### src/rtl/rv_ctrl_pkg.sv
// Shared control encodings for the multi-cycle RV32I core.
// The immediate extender, the datapath and the control sequencer all import
// this package, so the select encodings below are the contract between them.
package rv_ctrl_pkg;

    // Sequencer phases; IDLE is the reset state, TRAP is terminal until reset.
    typedef enum logic [2:0] {
        ST_IDLE   = 3'd0,
        ST_FETCH  = 3'd1,
        ST_DECODE = 3'd2,
        ST_EXEC   = 3'd3,
        ST_MEM    = 3'd4,
        ST_WB     = 3'd5,
        ST_TRAP   = 3'd6
    } state_e;

    // Instruction classes produced by the opcode decoder.
    typedef enum logic [3:0] {
        CLS_ILLEGAL = 4'd0,
        CLS_R       = 4'd1,
        CLS_I       = 4'd2,
        CLS_LOAD    = 4'd3,
        CLS_STORE   = 4'd4,
        CLS_BRANCH  = 4'd5,
        CLS_JAL     = 4'd6,
        CLS_JALR    = 4'd7,
        CLS_LUI     = 4'd8,
        CLS_AUIPC   = 4'd9
    } op_class_e;

    // Major opcodes as seen in inst[6:2] (inst[1:0] must be 2'b11).
    localparam logic [4:0] OPC_LOAD   = 5'b00000;
    localparam logic [4:0] OPC_OP_IMM = 5'b00100;
    localparam logic [4:0] OPC_AUIPC  = 5'b00101;
    localparam logic [4:0] OPC_STORE  = 5'b01000;
    localparam logic [4:0] OPC_OP     = 5'b01100;
    localparam logic [4:0] OPC_LUI    = 5'b01101;
    localparam logic [4:0] OPC_BRANCH = 5'b11000;
    localparam logic [4:0] OPC_JALR   = 5'b11001;
    localparam logic [4:0] OPC_JAL    = 5'b11011;

    // Immediate formats understood by the immediate extender.
    localparam logic [2:0] IMM_I    = 3'd0;
    localparam logic [2:0] IMM_S    = 3'd1;
    localparam logic [2:0] IMM_B    = 3'd2;
    localparam logic [2:0] IMM_U    = 3'd3;
    localparam logic [2:0] IMM_J    = 3'd4;
    localparam logic [2:0] IMM_NONE = 3'd7;

    // ALU operand A sources.
    localparam logic [1:0] SRCA_RS1    = 2'd0;
    localparam logic [1:0] SRCA_OLD_PC = 2'd1;
    localparam logic [1:0] SRCA_ZERO   = 2'd2;

    // ALU operand B sources.
    localparam logic [1:0] SRCB_RS2  = 2'd0;
    localparam logic [1:0] SRCB_IMM  = 2'd1;
    localparam logic [1:0] SRCB_FOUR = 2'd2;

    // ALU operation selects.
    localparam logic [1:0] ALU_ADD   = 2'd0;
    localparam logic [1:0] ALU_FUNCT = 2'd1;
    localparam logic [1:0] ALU_CMP   = 2'd2;

    // Register file writeback sources.
    localparam logic [1:0] WB_ALU  = 2'd0;
    localparam logic [1:0] WB_LOAD = 2'd1;
    localparam logic [1:0] WB_LINK = 2'd2;

    // Immediate format implied by an instruction class; R-type has none.
    function automatic logic [2:0] imm_sel_for(op_class_e cls);
        logic [2:0] sel;
        case (cls)
            CLS_I, CLS_LOAD, CLS_JALR: sel = IMM_I;
            CLS_STORE:                 sel = IMM_S;
            CLS_BRANCH:                sel = IMM_B;
            CLS_LUI, CLS_AUIPC:        sel = IMM_U;
            CLS_JAL:                   sel = IMM_J;
            default:                   sel = IMM_NONE;
        endcase
        return sel;
    endfunction

endpackage

### src/rtl/rv_opcode_decode.sv
// Combinational opcode classifier for the control sequencer.
// Maps the low seven instruction bits onto an instruction class and flags
// anything outside the supported RV32I subset as illegal.
module rv_opcode_decode
    import rv_ctrl_pkg::*;
(
    input  logic [6:0] inst_i,
    output logic [3:0] op_class_o,
    output logic       legal_o
);

    // Classify the major opcode; compressed/unknown encodings stay illegal.
    always_comb begin
        op_class_o = CLS_ILLEGAL;
        if (inst_i[1:0] == 2'b11) begin
            case (inst_i[6:2])
                OPC_OP:     op_class_o = CLS_R;
                OPC_OP_IMM: op_class_o = CLS_I;
                OPC_LOAD:   op_class_o = CLS_LOAD;
                OPC_STORE:  op_class_o = CLS_STORE;
                OPC_BRANCH: op_class_o = CLS_BRANCH;
                OPC_JAL:    op_class_o = CLS_JAL;
                OPC_JALR:   op_class_o = CLS_JALR;
                OPC_LUI:    op_class_o = CLS_LUI;
                OPC_AUIPC:  op_class_o = CLS_AUIPC;
                default:    op_class_o = CLS_ILLEGAL;
            endcase
        end
    end

    assign legal_o = (op_class_o != CLS_ILLEGAL);

endmodule

### src/rtl/rv_multicycle_ctrl.sv
// Control sequencer for the multi-cycle RV32I core.
// Walks the shared datapath through FETCH/DECODE/EXEC/MEM/WB, owns the single
// memory port handshake and keeps the retired-instruction counter. All control
// outputs are decoded combinationally from the current phase and the IR.
module rv_multicycle_ctrl
    import rv_ctrl_pkg::*;
(
    input  logic        clk,
    input  logic        rst_n,
    input  logic [31:0] inst,
    input  logic        branch_taken,
    input  logic        mem_ready,
    output logic        mem_req,
    output logic        mem_we,
    output logic        mem_addr_sel,
    output logic        ir_we,
    output logic        pc_we,
    output logic        pc_sel,
    output logic [2:0]  imm_sel,
    output logic [1:0]  alu_src_a,
    output logic [1:0]  alu_src_b,
    output logic [1:0]  alu_op,
    output logic        reg_we,
    output logic [1:0]  wb_sel,
    output logic        trap,
    output logic [31:0] instret
);

    state_e      state_q, state_d;
    logic [31:0] instret_q, instret_d;
    logic [3:0]  op_class_raw;
    op_class_e   op_class;
    logic        op_legal;
    logic        retire;
    logic        unused_inst_bits;

    // Only the opcode field steers control; the rest of the IR feeds the datapath.
    assign unused_inst_bits = ^inst[31:7];

    rv_opcode_decode u_decode (
        .inst_i     (inst[6:0]),
        .op_class_o (op_class_raw),
        .legal_o    (op_legal)
    );

    assign op_class = op_class_e'(op_class_raw);
    assign instret  = instret_q;

    // Phase sequencing plus every datapath select/enable for the current phase.
    always_comb begin
        state_d      = state_q;
        instret_d    = instret_q;
        retire       = 1'b0;
        mem_req      = 1'b0;
        mem_we       = 1'b0;
        mem_addr_sel = 1'b0;
        ir_we        = 1'b0;
        pc_we        = 1'b0;
        pc_sel       = 1'b0;
        imm_sel      = 3'd0;
        alu_src_a    = SRCA_RS1;
        alu_src_b    = SRCB_RS2;
        alu_op       = ALU_ADD;
        reg_we       = 1'b0;
        wb_sel       = WB_ALU;
        trap         = 1'b0;

        case (state_q)
            ST_IDLE: begin
                state_d = ST_FETCH;
            end

            ST_FETCH: begin
                mem_req      = 1'b1;
                mem_addr_sel = 1'b0;
                if (mem_ready) begin
                    ir_we   = 1'b1;
                    pc_we   = 1'b1;
                    pc_sel  = 1'b0;
                    state_d = ST_DECODE;
                end
            end

            ST_DECODE: begin
                state_d = op_legal ? ST_EXEC : ST_TRAP;
            end

            ST_EXEC: begin
                imm_sel = imm_sel_for(op_class);
                case (op_class)
                    CLS_R: begin
                        alu_src_a = SRCA_RS1;
                        alu_src_b = SRCB_RS2;
                        alu_op    = ALU_FUNCT;
                        state_d   = ST_WB;
                    end
                    CLS_I: begin
                        alu_src_b = SRCB_IMM;
                        alu_op    = ALU_FUNCT;
                        state_d   = ST_WB;
                    end
                    CLS_LOAD, CLS_STORE: begin
                        alu_src_b = SRCB_IMM;
                        alu_op    = ALU_ADD;
                        state_d   = ST_MEM;
                    end
                    CLS_LUI: begin
                        alu_src_a = SRCA_ZERO;
                        alu_src_b = SRCB_IMM;
                        state_d   = ST_WB;
                    end
                    CLS_AUIPC: begin
                        alu_src_a = SRCA_OLD_PC;
                        alu_src_b = SRCB_IMM;
                        state_d   = ST_WB;
                    end
                    CLS_BRANCH: begin
                        // The comparator runs alongside; the ALU only builds the target when taken.
                        if (branch_taken) begin
                            alu_src_a = SRCA_OLD_PC;
                            alu_src_b = SRCB_IMM;
                            pc_we     = 1'b1;
                            pc_sel    = 1'b1;
                        end
                        retire  = 1'b1;
                        state_d = ST_FETCH;
                    end
                    CLS_JAL: begin
                        alu_src_a = SRCA_OLD_PC;
                        alu_src_b = SRCB_IMM;
                        pc_we     = 1'b1;
                        pc_sel    = 1'b1;
                        state_d   = ST_WB;
                    end
                    CLS_JALR: begin
                        // Target LSB clearing is done in the datapath.
                        alu_src_a = SRCA_RS1;
                        alu_src_b = SRCB_IMM;
                        pc_we     = 1'b1;
                        pc_sel    = 1'b1;
                        state_d   = ST_WB;
                    end
                    default: begin
                        state_d = ST_TRAP;
                    end
                endcase
            end

            ST_MEM: begin
                mem_req      = 1'b1;
                mem_addr_sel = 1'b1;
                mem_we       = (op_class == CLS_STORE);
                if (mem_ready) begin
                    if (op_class == CLS_STORE) begin
                        retire  = 1'b1;
                        state_d = ST_FETCH;
                    end else begin
                        state_d = ST_WB;
                    end
                end
            end

            ST_WB: begin
                reg_we = 1'b1;
                if (op_class == CLS_LOAD) begin
                    wb_sel = WB_LOAD;
                end else if (op_class == CLS_JAL || op_class == CLS_JALR) begin
                    wb_sel = WB_LINK;
                end else begin
                    wb_sel = WB_ALU;
                end
                retire  = 1'b1;
                state_d = ST_FETCH;
            end

            ST_TRAP: begin
                trap = 1'b1;
            end

            default: begin
                state_d = ST_IDLE;
            end
        endcase

        if (retire) begin
            instret_d = instret_q + 32'd1;
        end
    end

    // Phase register and retire counter; reset drops any in-flight request at once.
    always_ff @(posedge clk or negedge rst_n) begin
        if (!rst_n) begin
            state_q   <= ST_IDLE;
            instret_q <= 32'd0;
        end else begin
            state_q   <= state_d;
            instret_q <= instret_d;
        end
    end

endmodule
### config.mk
export PLATFORM = sky130hd
export DESIGN_NAME = rv_multicycle_ctrl
export DESIGN_NICKNAME = d
export VERILOG_FILES = /design/src/rtl/rv_ctrl_pkg.sv /design/src/rtl/rv_opcode_decode.sv /design/src/rtl/rv_multicycle_ctrl.sv
export SDC_FILE = /design/constraint.sdc
export NUM_CORES = 1
export LEC_CHECK = 0
export ABC_AREA = 1
export BUFFER_PORTS_ARGS = -buffer_cell sky130_fd_sc_hd__clkbuf_2
export CORE_UTILIZATION = 39
export DETAILED_ROUTE_END_ITERATION = 10
export SKIP_CTS_REPAIR_TIMING = 1
export SYNTH_ARGS = -nofsm -noshare
export SYNTH_HDL_FRONTEND = slang
export SYNTH_SLANG_ARGS = --single-unit
### constraint.sdc
create_clock -name clk -period 2.7 [get_ports clk]
set_clock_uncertainty 0.05 [all_clocks]
set_input_delay 0.27 -clock clk [delete_from_list [all_inputs] [get_ports clk]]
set_output_delay 0.27 -clock clk [all_outputs]
set_load 0.01 [all_outputs]
==> results list <==
- Of all flip-flops after synthesis, the portion carrying an async set or reset was 100.0%.
- Class of the tightest hold or removal check: in2async
- In the synthesized netlist, mux cells make up 0% of the area.
- Clock root buffer master: clkbuf_8
- Static timing analysis puts the maximum clock frequency at 498.0 MHz.
- Primary FF master, synth: dfrtp_1
- Count of flip-flops with a built-in enable after synthesis: 0
* Launching element of the worst setup path: instret[0]$_DFFE_PN0P_
- The repair_antennas step left the layout with diodes totalling 0.
* Kind of end point of the critical path: flop
* Worst Path Buf+Inv: 1
- Synth top cells by count: 125 x nand2_1, 42 x nor2_1, 40 x inv_1
* Arithmetic-cell share of the synthesized area counting full adders, half adders and majority gates: 0.4755%
* Worst reg-to-reg setup slack: 0.69 ns
- Clock sink count: 35
- Initial antenna violation count: 0
* Synth warn: 0
- Static Leak: 1.548 nW
* Cell type of the slowest stage on the worst timing path: dfrtp_1
- Adding up every negative setup slack in the final design gives 0 ns.
- Overall routed net length: 6661 microns
- The clock passes through at most 2 buffers.
- Area of all placed cells without fillers: 3084 sq um
- At the worst endpoint, the arrival time is 2.19 ns.
- Critical-path maximum fanout: 5
* Horiz. Die Dim: 84.14 microns
* Share of cells above drive strength 1: 22.94%
- The first global-routing pass estimated 11070 microns of wire.
- Dividing the detail-routed via count by the number of cells gives 4.960.
* Run status: complete, but fails checks
* Largest net degree at the start of global routing: 36
- Placement Cell Area: 2980 sq um
- Total power consumption of the routed design: 2.120 mW
- Summing the areas of all xor and xnor instances in the mapped netlist gives 8.654% of the synthesized area.
- The floorplan has 29 rows.
- After layout, the worst path uses 74.38% of the clock period.
- Worst setup path endpoint: instret[24]$_DFFE_PN0P_
* Wire per inst: 12.66 microns
- Before antenna repair, the detailed router went through 7 iterations.
- Kind of critical path: reg2reg
- For the finished layout, the period the worst path requires is 2.008 ns.
- Residual antenna-violating net count after detailed routing: 0
- Once routing completed, OpenROAD measured the worst setup slack at 0.6918 ns.
- By area, the combinational part of the netlist is dominated by simple AND/OR/NAND/NOR gates.
- The final reports fail on design-rule violations.
- Average footprint of a synthesized cell: 6.782 sq um
- Across the VDD grid, the largest voltage drop is 0.2604 mV.
* Synth top area cells: dfrtp_1 33%, nand2_1 18%, xor2_1 7.3%
- Synthesis handed over a netlist of 388 instances.
* Area of the mapped netlist: 2631 sq um
* Transition at the pin with the smallest max-transition slack: 0.8816 ns
- The startpoint identified for the worst register-to-register timing path is instret[0]$_DFFE_PN0P_.
* Count of final hold-check violations: 0
- Setup repair after global routing missed its margin: no
- The count of final max-slew check failures was 0.
* Worst-case reg-to-reg path depth: 8
- For this design the top-level I/O count stands at 87.
* Initial standard-cell utilization of the core: 40.97%
- Summed over all layers, the global routing overflow is 0.
- Area grow syn2layout: 17.21%
- After the first detailed-routing iteration, the DRC count stood at 138.
- The floorplan step defined a core boundary enclosing 6422 sq um.
- The via count of the first global-routing pass came to 2358.
- In this run the tightest slew margin relative to its limit is 41.23%.
- Across the run, the number of max-cap violations was 0.
* Final weighted congestion in routability-driven placement: 0.8561
- In the final design database the tool counted 485 nets.
* Number of setup violations in the final report: 0
- The detailed router placed 2609 vias in this run.
- In this run, distinct cell masters in the synthesized netlist total 33.
* CP startpoint kind: flop
* # H-tree levels: 2
- Area of the die: 7080 sq um
* Die extent in y: 84.14 microns
- The HPWL after detailed placement is 5209 microns.
* I/O Buffers: 59
- Pre-CTS setup slack: 0.6619 ns
- At the worst endpoint, the required time is 2.88 ns.
- For the worst-skew pair, the clock arrives at the later sink with an insertion delay of 0.29 ns.
- After detailed routing, the number of remaining DRC violations is 8.
- Counting flops and latches in the post-synthesis netlist gives 35.
- Total routing resource utilization after global routing: 19.58%
- The most numerous cell type found on the critical path is nand2_1.
- Summed over all instances, the cell type with the most area after synthesis is dfrtp_1.
* Clock-pin slew of the registers on the worst-case setup and hold paths: 0.08 ns
- Delay of the slowest critical-path stage: 0.43 ns
- CTS tree: built
- Capture instance of the worst register-to-register path: instret[24]$_DFFE_PN0P_
- Top Family by Delay on Critical Path: simple AND/OR/NAND/NOR gates
- Simple-Gate Fraction of Synth Area: 42.65%
- Fraction of synthesized cell area taken by the top area cell type: 33.29%
* Power density relative to cell area: 687.4 nW/um^2
- Most instantiated library cell after synthesis: nand2_1
* Number of CTS-inserted buffers: 5
- Summing the areas of all compound-gate instances in the mapped netlist gives 5.516% of the synthesized area.
- For this run, the register share of the synthesized area comes to 33.29%.
* CP cell instances: ha_1 -> inv_1 -> nor3_2 -> nand2_1 -> nor4_1 -> xor2_1 -> nand2_1 -> nand2_1
- In this run the number of cells on the critical path is 8.
-- cells by family (layout without fill, tap and decap cells) --
group,count (synthesis),in the layout
adder cells (fa/ha/maj),1,1
other,1,2
AO/OA/AOI/OAI,26,26
flip-flops,35,35
XOR/XNOR,26,26
AND/OR/NAND/NOR,244,244
buffers and inverters,55,115
-- placed cells by master (no fill, tap or decap), types with 4 or more instances in the layout --
master    netlist  final
xnor2_1         4      4
nor2_1         42     42
clkbuf_2        0     59
nand3_1        22     22
a21oi_1         7      7
nand2_2        12     12
o21ai_0        13     13
inv_1          40     40
inv_2           6      6
nand4_1         8      8
dfrtp_1        35     35
nor3_1         18     18
xor2_1         22     22
nand2_1       125    125
clkbuf_8        0      7
-- worst min-delay path by stage --
stage,endpoint,slack (ns)
floorplan,instret[0]$_DFFE_PN0P_,-0.08
global placement,instret[2]$_DFFE_PN0P_,0.39
detailed placement,instret[0]$_DFFE_PN0P_,0.39
CTS,instret[0]$_DFFE_PN0P_,0.07
global route,instret[0]$_DFFE_PN0P_,0.10
finish,instret[0]$_DFFE_PN0P_,0.03
-- per-layer routing --
metal	wire [microns]	vias to the layer above	share of wire [%]	global-route usage, %
li1	-	1349	-	-
met5	0	-	0	0
met4	85	0	1.3	5.799
met2	3048	54	46	31.52
met3	224	6	3.4	3.048
met1	3304	1200	50	27.22
-- where the power goes --
part           switching, mW  total [mW]  internal, mW
logic                  0.553       0.862         0.309
clock network          0.205       0.437         0.232
registers              0.171       0.821         0.650
-- final cells by class --
type                    count  area [sq um]
well taps                  77         96.34
multi-input cells         299          1515
inverters                  47         177.7
repair buffers             60         315.3
flip-flops and latches     35         875.8
fillers                   688          3338
clock inverters             1         7.507
clock buffers               7         96.34
-- sequential cells by signal, indices dropped and copies added (netlist names) --
signal / flops
instret: 32
state_q: 3
-- metrics by stage --
step	hold slack (ns)	utilization (%)	std cells
CTS	0.07403	48.02	526
detailed placement	0.3941	46.41	518
global placement	0.3897	46.41	518
global route	0.1001	48.02	526
finish	0.03446	48.02	526
floorplan	-0.07559	-	389
No activity file was read; power rests on OpenSTA's default activity.
